File: config.mk
export PLATFORM = sky130hd
export DESIGN_NAME = ps2_rx
export DESIGN_NICKNAME = d
export VERILOG_FILES = /design/src/rtl/ps2_rx.sv
export SDC_FILE = /design/constraint.sdc
export NUM_CORES = 1
export LEC_CHECK = 0
export CORE_MARGIN = 3
export CORE_UTILIZATION = 50
export DETAILED_ROUTE_END_ITERATION = 10
export PLACE_DENSITY = 0.68
export SLEW_MARGIN = 10
export SYNTH_ARGS = -nofsm -noshare
export SYNTH_HDL_FRONTEND = slang
export SYNTH_SLANG_ARGS = --single-unit
export TNS_END_PERCENT = 30
File: constraint.sdc
create_clock -name sysclk -period 6.69 [get_ports sysclk]
set_clock_uncertainty 0.1 [all_clocks]
set_input_delay 1.0035 -clock sysclk [delete_from_list [all_inputs] [get_ports sysclk]]
set_output_delay 1.0035 -clock sysclk [all_outputs]
set_load 0.03 [all_outputs]
File: src/rtl/ps2_rx.sv
// ps2_rx: parametrised PS/2-style serial receiver.
// Synchronises the asynchronous device clock/data pair onto sysclk, removes
// short clock glitches, deframes start/data/parity/stop on each falling edge
// of the filtered clock, and delivers completed words through a show-ahead
// FIFO with a valid/ready handshake. Framing faults and FIFO overflow are
// reported as registered one-cycle pulses; the receiver always self-recovers.

module ps2_rx #(
  parameter int DATA_BITS   = 8,
  parameter int PARITY      = 1,
  parameter int SYNC_STAGES = 2,
  parameter int FILTER      = 4,
  parameter int TIMEOUT     = 2000,
  parameter int FIFO_DEPTH  = 4
) (
  input  logic                 sysclk,
  input  logic                 reset,
  input  logic                 clk,
  input  logic                 dat,
  output logic [DATA_BITS-1:0] word,
  output logic                 valid,
  input  logic                 ready,
  output logic                 err_start,
  output logic                 err_parity,
  output logic                 err_stop,
  output logic                 err_timeout,
  output logic                 overflow
);

  localparam int CNT_W = $clog2(DATA_BITS + 1);
  localparam int FLT_W = $clog2(FILTER + 1);
  localparam int WD_W  = $clog2(TIMEOUT + 1);
  localparam int PTR_W = $clog2(FIFO_DEPTH);
  localparam int OCC_W = PTR_W + 1;

  localparam logic [1:0] ST_IDLE = 2'd0;
  localparam logic [1:0] ST_DATA = 2'd1;
  localparam logic [1:0] ST_PRTY = 2'd2;
  localparam logic [1:0] ST_STOP = 2'd3;

  // True when the received parity bit matches the configured parity mode.
  function automatic logic parity_good(input logic [DATA_BITS-1:0] d, input logic p);
    logic x;
    x = (^d) ^ p;
    if (PARITY == 2) begin
      parity_good = ~x;
    end else begin
      parity_good = x;
    end
  endfunction

  // ---------------------------------------------------------------------
  // Synchroniser and glitch filter
  // ---------------------------------------------------------------------
  logic [SYNC_STAGES-1:0] clk_sync_r;
  logic [SYNC_STAGES-1:0] dat_sync_r;
  logic                   clk_s;
  logic                   dat_s;
  logic                   fclk_r;
  logic                   fclk_d_r;
  logic [FLT_W-1:0]       flt_cnt_r;
  logic                   sample_s;

  assign clk_s    = clk_sync_r[SYNC_STAGES-1];
  assign dat_s    = dat_sync_r[SYNC_STAGES-1];
  // One sample event per accepted 1->0 transition of the filtered clock.
  assign sample_s = fclk_d_r & ~fclk_r;

  // Shift the raw lines through the synchroniser chains; idle-high after reset.
  always_ff @(posedge sysclk) begin
    if (reset) begin
      clk_sync_r <= {SYNC_STAGES{1'b1}};
      dat_sync_r <= {SYNC_STAGES{1'b1}};
    end else begin
      clk_sync_r <= {clk_sync_r[SYNC_STAGES-2:0], clk};
      dat_sync_r <= {dat_sync_r[SYNC_STAGES-2:0], dat};
    end
  end

  // Accept a new clock level only after it has held for FILTER cycles.
  always_ff @(posedge sysclk) begin
    if (reset) begin
      fclk_r    <= 1'b1;
      fclk_d_r  <= 1'b1;
      flt_cnt_r <= {FLT_W{1'b0}};
    end else begin
      fclk_d_r <= fclk_r;
      if (clk_s == fclk_r) begin
        flt_cnt_r <= {FLT_W{1'b0}};
      end else if (flt_cnt_r == FLT_W'(FILTER - 1)) begin
        fclk_r    <= clk_s;
        flt_cnt_r <= {FLT_W{1'b0}};
      end else begin
        flt_cnt_r <= flt_cnt_r + {{(FLT_W-1){1'b0}}, 1'b1};
      end
    end
  end

  // ---------------------------------------------------------------------
  // Deframing FSM with watchdog
  // ---------------------------------------------------------------------
  logic [1:0]           state_r,   state_n;
  logic [CNT_W-1:0]     bit_cnt_r, bit_cnt_n;
  logic [DATA_BITS-1:0] shreg_r,   shreg_n;
  logic                 bad_r,     bad_n;
  logic [WD_W-1:0]      wd_r,      wd_n;
  logic                 push_s;
  logic                 e_start_s, e_par_s, e_stop_s, e_tmo_s;
  logic                 err_start_r, err_parity_r, err_stop_r, err_timeout_r;

  // Next-state, framing checks and watchdog decisions for the current cycle.
  always_comb begin
    state_n   = state_r;
    bit_cnt_n = bit_cnt_r;
    shreg_n   = shreg_r;
    bad_n     = bad_r;
    wd_n      = wd_r;
    push_s    = 1'b0;
    e_start_s = 1'b0;
    e_par_s   = 1'b0;
    e_stop_s  = 1'b0;
    e_tmo_s   = 1'b0;
    if (sample_s) begin
      wd_n = {WD_W{1'b0}};
      case (state_r)
        ST_IDLE: begin
          if (!dat_s) begin
            state_n   = ST_DATA;
            bit_cnt_n = {CNT_W{1'b0}};
            bad_n     = 1'b0;
          end else begin
            e_start_s = 1'b1;
          end
        end
        ST_DATA: begin
          // LSB arrives first, so each new bit enters at the MSB end.
          shreg_n   = {dat_s, shreg_r[DATA_BITS-1:1]};
          bit_cnt_n = bit_cnt_r + {{(CNT_W-1){1'b0}}, 1'b1};
          if (bit_cnt_r == CNT_W'(DATA_BITS - 1)) begin
            state_n = (PARITY == 0) ? ST_STOP : ST_PRTY;
          end else begin
            state_n = ST_DATA;
          end
        end
        ST_PRTY: begin
          if (!parity_good(shreg_r, dat_s)) begin
            e_par_s = 1'b1;
            bad_n   = 1'b1;
          end else begin
            bad_n   = bad_r;
          end
          // Always consume the stop slot so it is never taken as a start bit.
          state_n = ST_STOP;
        end
        ST_STOP: begin
          if (bad_r) begin
            push_s = 1'b0;
          end else if (dat_s) begin
            push_s = 1'b1;
          end else begin
            e_stop_s = 1'b1;
          end
          state_n = ST_IDLE;
        end
        default: begin
          state_n = ST_IDLE;
        end
      endcase
    end else if (state_r != ST_IDLE) begin
      if (wd_r == WD_W'(TIMEOUT - 1)) begin
        wd_n    = {WD_W{1'b0}};
        e_tmo_s = 1'b1;
        state_n = ST_IDLE;
      end else begin
        wd_n = wd_r + {{(WD_W-1){1'b0}}, 1'b1};
      end
    end else begin
      wd_n = {WD_W{1'b0}};
    end
  end

  // FSM state, shift register, watchdog and registered error pulses.
  always_ff @(posedge sysclk) begin
    if (reset) begin
      state_r       <= ST_IDLE;
      bit_cnt_r     <= {CNT_W{1'b0}};
      shreg_r       <= {DATA_BITS{1'b0}};
      bad_r         <= 1'b0;
      wd_r          <= {WD_W{1'b0}};
      err_start_r   <= 1'b0;
      err_parity_r  <= 1'b0;
      err_stop_r    <= 1'b0;
      err_timeout_r <= 1'b0;
    end else begin
      state_r       <= state_n;
      bit_cnt_r     <= bit_cnt_n;
      shreg_r       <= shreg_n;
      bad_r         <= bad_n;
      wd_r          <= wd_n;
      err_start_r   <= e_start_s;
      err_parity_r  <= e_par_s;
      err_stop_r    <= e_stop_s;
      err_timeout_r <= e_tmo_s;
    end
  end

  // ---------------------------------------------------------------------
  // Show-ahead output FIFO with registered head
  // ---------------------------------------------------------------------
  logic [DATA_BITS-1:0] mem_r [FIFO_DEPTH];
  logic [PTR_W-1:0]     rd_ptr_r, rd_ptr_n;
  logic [PTR_W-1:0]     wr_ptr_r, wr_ptr_n;
  logic [OCC_W-1:0]     occ_r,    occ_n;
  logic [OCC_W-1:0]     remain_s;
  logic [DATA_BITS-1:0] head_n;
  logic [DATA_BITS-1:0] word_r;
  logic                 valid_r;
  logic                 overflow_r;
  logic                 pop_s, full_s, wr_en_s, ovf_s;

  assign pop_s   = valid_r & ready;
  assign full_s  = (occ_r == OCC_W'(FIFO_DEPTH));
  // A pop in the same cycle frees the slot a full FIFO would otherwise lack.
  assign wr_en_s = push_s & (~full_s | pop_s);
  assign ovf_s   = push_s & full_s & ~pop_s;

  // Pointer/occupancy update and the head value visible next cycle.
  always_comb begin
    rd_ptr_n = rd_ptr_r;
    wr_ptr_n = wr_ptr_r;
    occ_n    = occ_r;
    remain_s = occ_r - OCC_W'(pop_s);
    head_n   = {DATA_BITS{1'b0}};
    if (pop_s) begin
      rd_ptr_n = rd_ptr_r + {{(PTR_W-1){1'b0}}, 1'b1};
    end else begin
      rd_ptr_n = rd_ptr_r;
    end
    if (wr_en_s) begin
      wr_ptr_n = wr_ptr_r + {{(PTR_W-1){1'b0}}, 1'b1};
    end else begin
      wr_ptr_n = wr_ptr_r;
    end
    case ({wr_en_s, pop_s})
      2'b10:   occ_n = occ_r + {{(OCC_W-1){1'b0}}, 1'b1};
      2'b01:   occ_n = occ_r - {{(OCC_W-1){1'b0}}, 1'b1};
      default: occ_n = occ_r;
    endcase
    // When nothing older remains, the word being pushed becomes the head.
    if (occ_n == {OCC_W{1'b0}}) begin
      head_n = {DATA_BITS{1'b0}};
    end else if (remain_s == {OCC_W{1'b0}}) begin
      head_n = shreg_r;
    end else begin
      head_n = mem_r[rd_ptr_n];
    end
  end

  // FIFO storage write port.
  always_ff @(posedge sysclk) begin
    if (wr_en_s) begin
      mem_r[wr_ptr_r] <= shreg_r;
    end
  end

  // FIFO control state and registered head/valid/overflow outputs.
  always_ff @(posedge sysclk) begin
    if (reset) begin
      rd_ptr_r   <= {PTR_W{1'b0}};
      wr_ptr_r   <= {PTR_W{1'b0}};
      occ_r      <= {OCC_W{1'b0}};
      word_r     <= {DATA_BITS{1'b0}};
      valid_r    <= 1'b0;
      overflow_r <= 1'b0;
    end else begin
      rd_ptr_r   <= rd_ptr_n;
      wr_ptr_r   <= wr_ptr_n;
      occ_r      <= occ_n;
      word_r     <= head_n;
      valid_r    <= (occ_n != {OCC_W{1'b0}});
      overflow_r <= ovf_s;
    end
  end

  assign word        = word_r;
  assign valid       = valid_r;
  assign err_start   = err_start_r;
  assign err_parity  = err_parity_r;
  assign err_stop    = err_stop_r;
  assign err_timeout = err_timeout_r;
  assign overflow    = overflow_r;

endmodule

==> impl_metrics.xml <==
<?xml version="1.0" encoding="UTF-8"?>
<metrics>
  <group name="status">
    <metric name="status" unit="">finished clean</metric>
  </group>
  <group name="setup_path">
    <metric name="timing.rr.start" unit="">state_r[0]$_SDFFE_PP0P_</metric>
    <metric name="crit_path_cell_trace" unit="">clkdlybuf4s50_1 &gt; nand2_4 &gt; inv_4 &gt; o21ai_0 &gt; inv_1 &gt; fa_1 &gt; o22a_1 &gt; o311ai_4 &gt; a31oi_1</metric>
    <metric name="data_required_time_at_the_worst_endpoint" unit="ns">6.80</metric>
    <metric name="worst-endpoint-arrival" unit="ns">3.48</metric>
    <metric name="critical_path.n_buffers_inverters" unit="">3</metric>
    <metric name="reg2reg_setup_slack" unit="ns">3.89</metric>
    <metric name="critPathSlowestCell" unit="">sky130_fd_sc_hd__clkdlybuf4s50_1</metric>
    <metric name="r2r.worst_path.cells" unit="">7</metric>
    <metric name="cp-endpoint" unit="">word[5]$_SDFF_PP0_</metric>
    <metric name="worst_r2r_endpoint" unit="">word[5]$_SDFF_PP0_</metric>
    <metric name="critical_path.max_stage_delay" unit="ns">0.54</metric>
    <metric name="setup.worst_path.start_class" unit="">input pin</metric>
    <metric name="crit_path_max_fanout" unit="">10</metric>
    <metric name="crit_path_end_kind" unit="">flip-flop</metric>
    <metric name="worst_path_dominant_cell_family" unit="">compound AO/OA/AOI/OAI gates</metric>
    <metric name="setup.worst_path.class" unit="">input pin to flip-flop</metric>
    <metric name="setup.worst_path.start" unit="">ready</metric>
    <metric name="worst-path-stages" unit="">9</metric>
  </group>
  <group name="synthesis">
    <metric name="synth_enable_flop_cells" unit="">32</metric>
    <metric name="synth_top_area_frac" unit="">0.3022</metric>
    <metric name="synth_adder_area_share" unit="">0.03575</metric>
    <metric name="synth_async_sr_flop_share" unit="">0</metric>
    <metric name="synthCells" unit="">313</metric>
    <metric name="yosys.area_share.simple" unit="">0.1511</metric>
    <metric name="synth.area.top_cells" unit="">sky130_fd_sc_hd__dfxtp_1 (30%), sky130_fd_sc_hd__edfxtp_1 (26%), sky130_fd_sc_hd__mux4_2 (4.2%)</metric>
    <metric name="avgSynthCellArea" unit="um^2">11.85</metric>
    <metric name="synth_mux_area_frac" unit="">0.07251</metric>
    <metric name="synthesis.nets" unit="">328</metric>
    <metric name="synth_cell_type_count" unit="">54</metric>
    <metric name="area_fraction_in_compound_gates_after_synthesis" unit="">0.08567</metric>
    <metric name="synth_commonest_cells" unit="">sky130_fd_sc_hd__dfxtp_1 (56), sky130_fd_sc_hd__nor2_1 (33), sky130_fd_sc_hd__edfxtp_1 (32), sky130_fd_sc_hd__nand2_1 (26), sky130_fd_sc_hd__xnor2_1 (15)</metric>
    <metric name="synth_area" unit="um^2">3710</metric>
    <metric name="synth-xor-area-share" unit="">0.06509</metric>
    <metric name="synth.most_common_cell" unit="">sky130_fd_sc_hd__dfxtp_1</metric>
    <metric name="yosysWarningCount" unit="">0</metric>
    <metric name="largest_family_of_logic_cells_by_synthesized_area" unit="">simple AND/OR/NAND/NOR gates</metric>
    <metric name="synth_seq_cells" unit="">88</metric>
    <metric name="dominantRegCellSynth" unit="">sky130_fd_sc_hd__dfxtp_1</metric>
    <metric name="seq_area_frac_synth" unit="">0.5612</metric>
    <metric name="synth.largest_area_cell" unit="">sky130_fd_sc_hd__dfxtp_1</metric>
  </group>
  <group name="sta">
    <metric name="worst-slew-pin-transition" unit="ns">0.6501</metric>
    <metric name="finalSetupViolCount" unit="">0</metric>
    <metric name="setup_slack" unit="ns">3.324</metric>
    <metric name="timing_max_transition_violations_final" unit="">0</metric>
    <metric name="clock.fmax" unit="MHz">297.0</metric>
    <metric name="period_minus_slack" unit="ns">3.366</metric>
    <metric name="timing.final.crit_share" unit="">0.5032</metric>
    <metric name="timing.max_slew.rel_slack" unit="">0.5656</metric>
    <metric name="rsz0062_at_grt" unit="">false</metric>
    <metric name="totalNegativeSetupSlack" unit="ns">0</metric>
    <metric name="timing.final.hold_violations" unit="">0</metric>
  </group>
  <group name="route">
    <metric name="drtAntennaViolNets" unit="">0</metric>
    <metric name="detailedRoute.firstIterationViolations" unit="">75</metric>
    <metric name="dr_total_vias" unit="">2278</metric>
    <metric name="viasPerCell" unit="">5.225</metric>
    <metric name="wirelength" unit="um">6099</metric>
    <metric name="drt_drc_violations_left" unit="">0</metric>
    <metric name="length_of_the_first_detailed_routing_pass_in_iterations" unit="">4</metric>
    <metric name="wire_per_inst" unit="um">13.99</metric>
  </group>
  <group name="final_layout">
    <metric name="finalCoreUtilization" unit="">0.5912</metric>
    <metric name="n_fill_cell" unit="">604</metric>
    <metric name="final-instance-count-excl-fill" unit="">436</metric>
    <metric name="layout-area-overhead-vs-synth" unit="%">11.26</metric>
    <metric name="n_antenna_cell" unit="">0</metric>
    <metric name="final_nets" unit="">350</metric>
    <metric name="multi_input_comb_area" unit="um^2">1521</metric>
    <metric name="final-seq-area" unit="um^2">2082</metric>
    <metric name="drive_gt1_frac" unit="">0.1118</metric>
  </group>
  <group name="clocking">
    <metric name="cts_hold_buffers" unit="">0</metric>
    <metric name="tritoncts_num_sinks" unit="">88</metric>
    <metric name="clk_pin_slew_worst_paths" unit="ns">0.08</metric>
    <metric name="htree_num_levels" unit="">3</metric>
    <metric name="clock_path_buffers" unit="">2</metric>
    <metric name="cts_tree" unit="">built</metric>
    <metric name="cts_resized" unit="">0</metric>
    <metric name="post_cts_repair_timing_setup_buffer_count" unit="">0</metric>
    <metric name="clock_insertion_delay_worst_skew" unit="ns">0.34</metric>
    <metric name="cts_root_buf" unit="">sky130_fd_sc_hd__clkbuf_8</metric>
    <metric name="cts_made_buffers" unit="">9</metric>
  </group>
  <group name="flow_run">
    <metric name="drv_cap" unit="">0</metric>
  </group>
  <group name="floorplan">
    <metric name="chipWidth" unit="um">92.14</metric>
    <metric name="die_area" unit="um^2">8489</metric>
    <metric name="die_height" unit="um">92.14</metric>
    <metric name="design.portCount" unit="">19</metric>
    <metric name="core_area" unit="um^2">6982</metric>
    <metric name="start_util" unit="">0.5314</metric>
    <metric name="row_count" unit="">30</metric>
  </group>
  <group name="placement">
    <metric name="buffer_ports.inserted" unit="">18</metric>
    <metric name="routabilityCongestion" unit="">0.8181</metric>
    <metric name="place_hpwl" unit="um">4171</metric>
    <metric name="place_inst" unit="">420</metric>
    <metric name="placement.setup.worst_slack" unit="ns">2.980</metric>
  </group>
  <group name="global_routing">
    <metric name="initial_antenna_violation_count" unit="">0</metric>
    <metric name="pin_count_of_the_biggest_net_entering_global_routing" unit="">33</metric>
    <metric name="track_usage" unit="">0.1560</metric>
    <metric name="number_of_global_route_vias_before_repair" unit="">2179</metric>
    <metric name="grt_first_pass_wirelength" unit="um">10410</metric>
    <metric name="overflow" unit="">0</metric>
  </group>
  <group name="worst_hold_path">
    <metric name="hold_path_class" unit="">flip-flop to flip-flop</metric>
  </group>
  <group name="power_and_ir_drop">
    <metric name="irDropWorstVdd" unit="uV">132.6</metric>
    <metric name="powerDensity" unit="nW/um^2">255.8</metric>
    <metric name="leakagePower" unit="nW">1.441</metric>
  </group>
</metrics>
[cell usage in the layout, fill, tap and decap left out, types with 7 or more instances in the layout]
cell,n
sky130_fd_sc_hd__a21oi_1,13
sky130_fd_sc_hd__nand2_1,26
sky130_fd_sc_hd__xnor2_1,15
sky130_fd_sc_hd__clkdlybuf4s50_1,18
sky130_fd_sc_hd__and3_1,8
sky130_fd_sc_hd__nor2_1,33
sky130_fd_sc_hd__inv_1,12
sky130_fd_sc_hd__nand3_1,8
sky130_fd_sc_hd__dfxtp_1,56
sky130_fd_sc_hd__a31oi_1,8
sky130_fd_sc_hd__mux2i_1,10
sky130_fd_sc_hd__ha_1,9
sky130_fd_sc_hd__mux4_2,7
sky130_fd_sc_hd__clkbuf_8,9
sky130_fd_sc_hd__edfxtp_1,32
[area by class of cell]
| cell class | instances | share of cell area |
|---|---|---|
| Timing Repair Buffer | 19 | 0.04547 |
| Multi-Input combinational cell | 204 | 0.3686 |
| Sequential cell | 88 | 0.5044 |
| Clock buffer | 11 | 0.03183 |
| Tap cell | 96 | 0.02910 |
| Clock inverter | 5 | 0.008184 |
| Inverter | 13 | 0.01243 |
[cell families (layout without fill, tap and decap cells)]
family                     count (synthesis)  count (layout)
AOI/OAI and AO/OA                         44              44
xor gates and xnor gates                  23              23
and+or+nand+nor                          109             109
muxes                                     18              18
adders and majority gates                 10              10
DFF                                       88              88
buffers and inverters                     21              48
[stage by stage]
step | instance area, um^2 | hold slack [ns] | power, W
after global placement | 3963 | 0.2922 | 0.0007529
after global routing | 4128 | 0.3268 | 0.001105
final | 4128 | 0.3118 | 0.001056
after detailed placement | 3963 | 0.2937 | 0.0007566
after floorplan | 3710 | 0.2895 | 0.0007209
after CTS | 4128 | 0.3134 | 0.001067
[flip-flops by register name, summed over array words and instances (netlist names), 2 cells and up]
| name | count |
|---|---|
| state_r | 2 |
| clk_sync_r | 2 |
| bit_cnt_r | 4 |
| dat_sync_r | 2 |
| shreg_r | 8 |
| wd_r | 11 |
| rd_ptr_r | 2 |
| flt_cnt_r | 3 |
| mem_r | 32 |
| wr_ptr_r | 2 |
| occ_r | 3 |
| word | 8 |
[worst reg2reg max path, delay by kind of cell (launching register included)]
family | cells | cell delay, ns
simple gates | 1 | 0.14
fa+ha+maj | 1 | 0.51
compound gates | 4 | 1.26
buf+inv | 1 | 0.11
flops | 1 | 0.54
[worst min-delay path by stage]
stage                             start                  endpoint  slack (ns)  cells after the start
4_1_cts        clk_sync_r[0]$_SDFF_PP1_  clk_sync_r[1]$_SDFF_PP1_        0.31                      1
5_1_grt        clk_sync_r[0]$_SDFF_PP1_  clk_sync_r[1]$_SDFF_PP1_        0.33                      1
3_3_place_gp   clk_sync_r[0]$_SDFF_PP1_  clk_sync_r[1]$_SDFF_PP1_        0.29                      1
2_1_floorplan  clk_sync_r[0]$_SDFF_PP1_  clk_sync_r[1]$_SDFF_PP1_        0.29                      1
6_report       clk_sync_r[0]$_SDFF_PP1_  clk_sync_r[1]$_SDFF_PP1_        0.31                      1
3_5_place_dp   dat_sync_r[0]$_SDFF_PP1_  dat_sync_r[1]$_SDFF_PP1_        0.29                      1
[per-layer routing]
| layer | share of wire | track usage |
|---|---|---|
| met5 | 0 | 0 |
| met4 | 0.019 | 0.07426 |
| met3 | 0.026 | 0.02707 |
| met2 | 0.46 | 0.2530 |
| met1 | 0.49 | 0.2029 |
[where the power goes]
group / internal, W / switching (W)
combinational: 0.0000783 / 0.0000911
sequential: 0.000561 / 0.0000119
clock: 0.000135 / 0.000179
total: 0.000774 / 0.000282
Power figures use the tool's default switching activity.
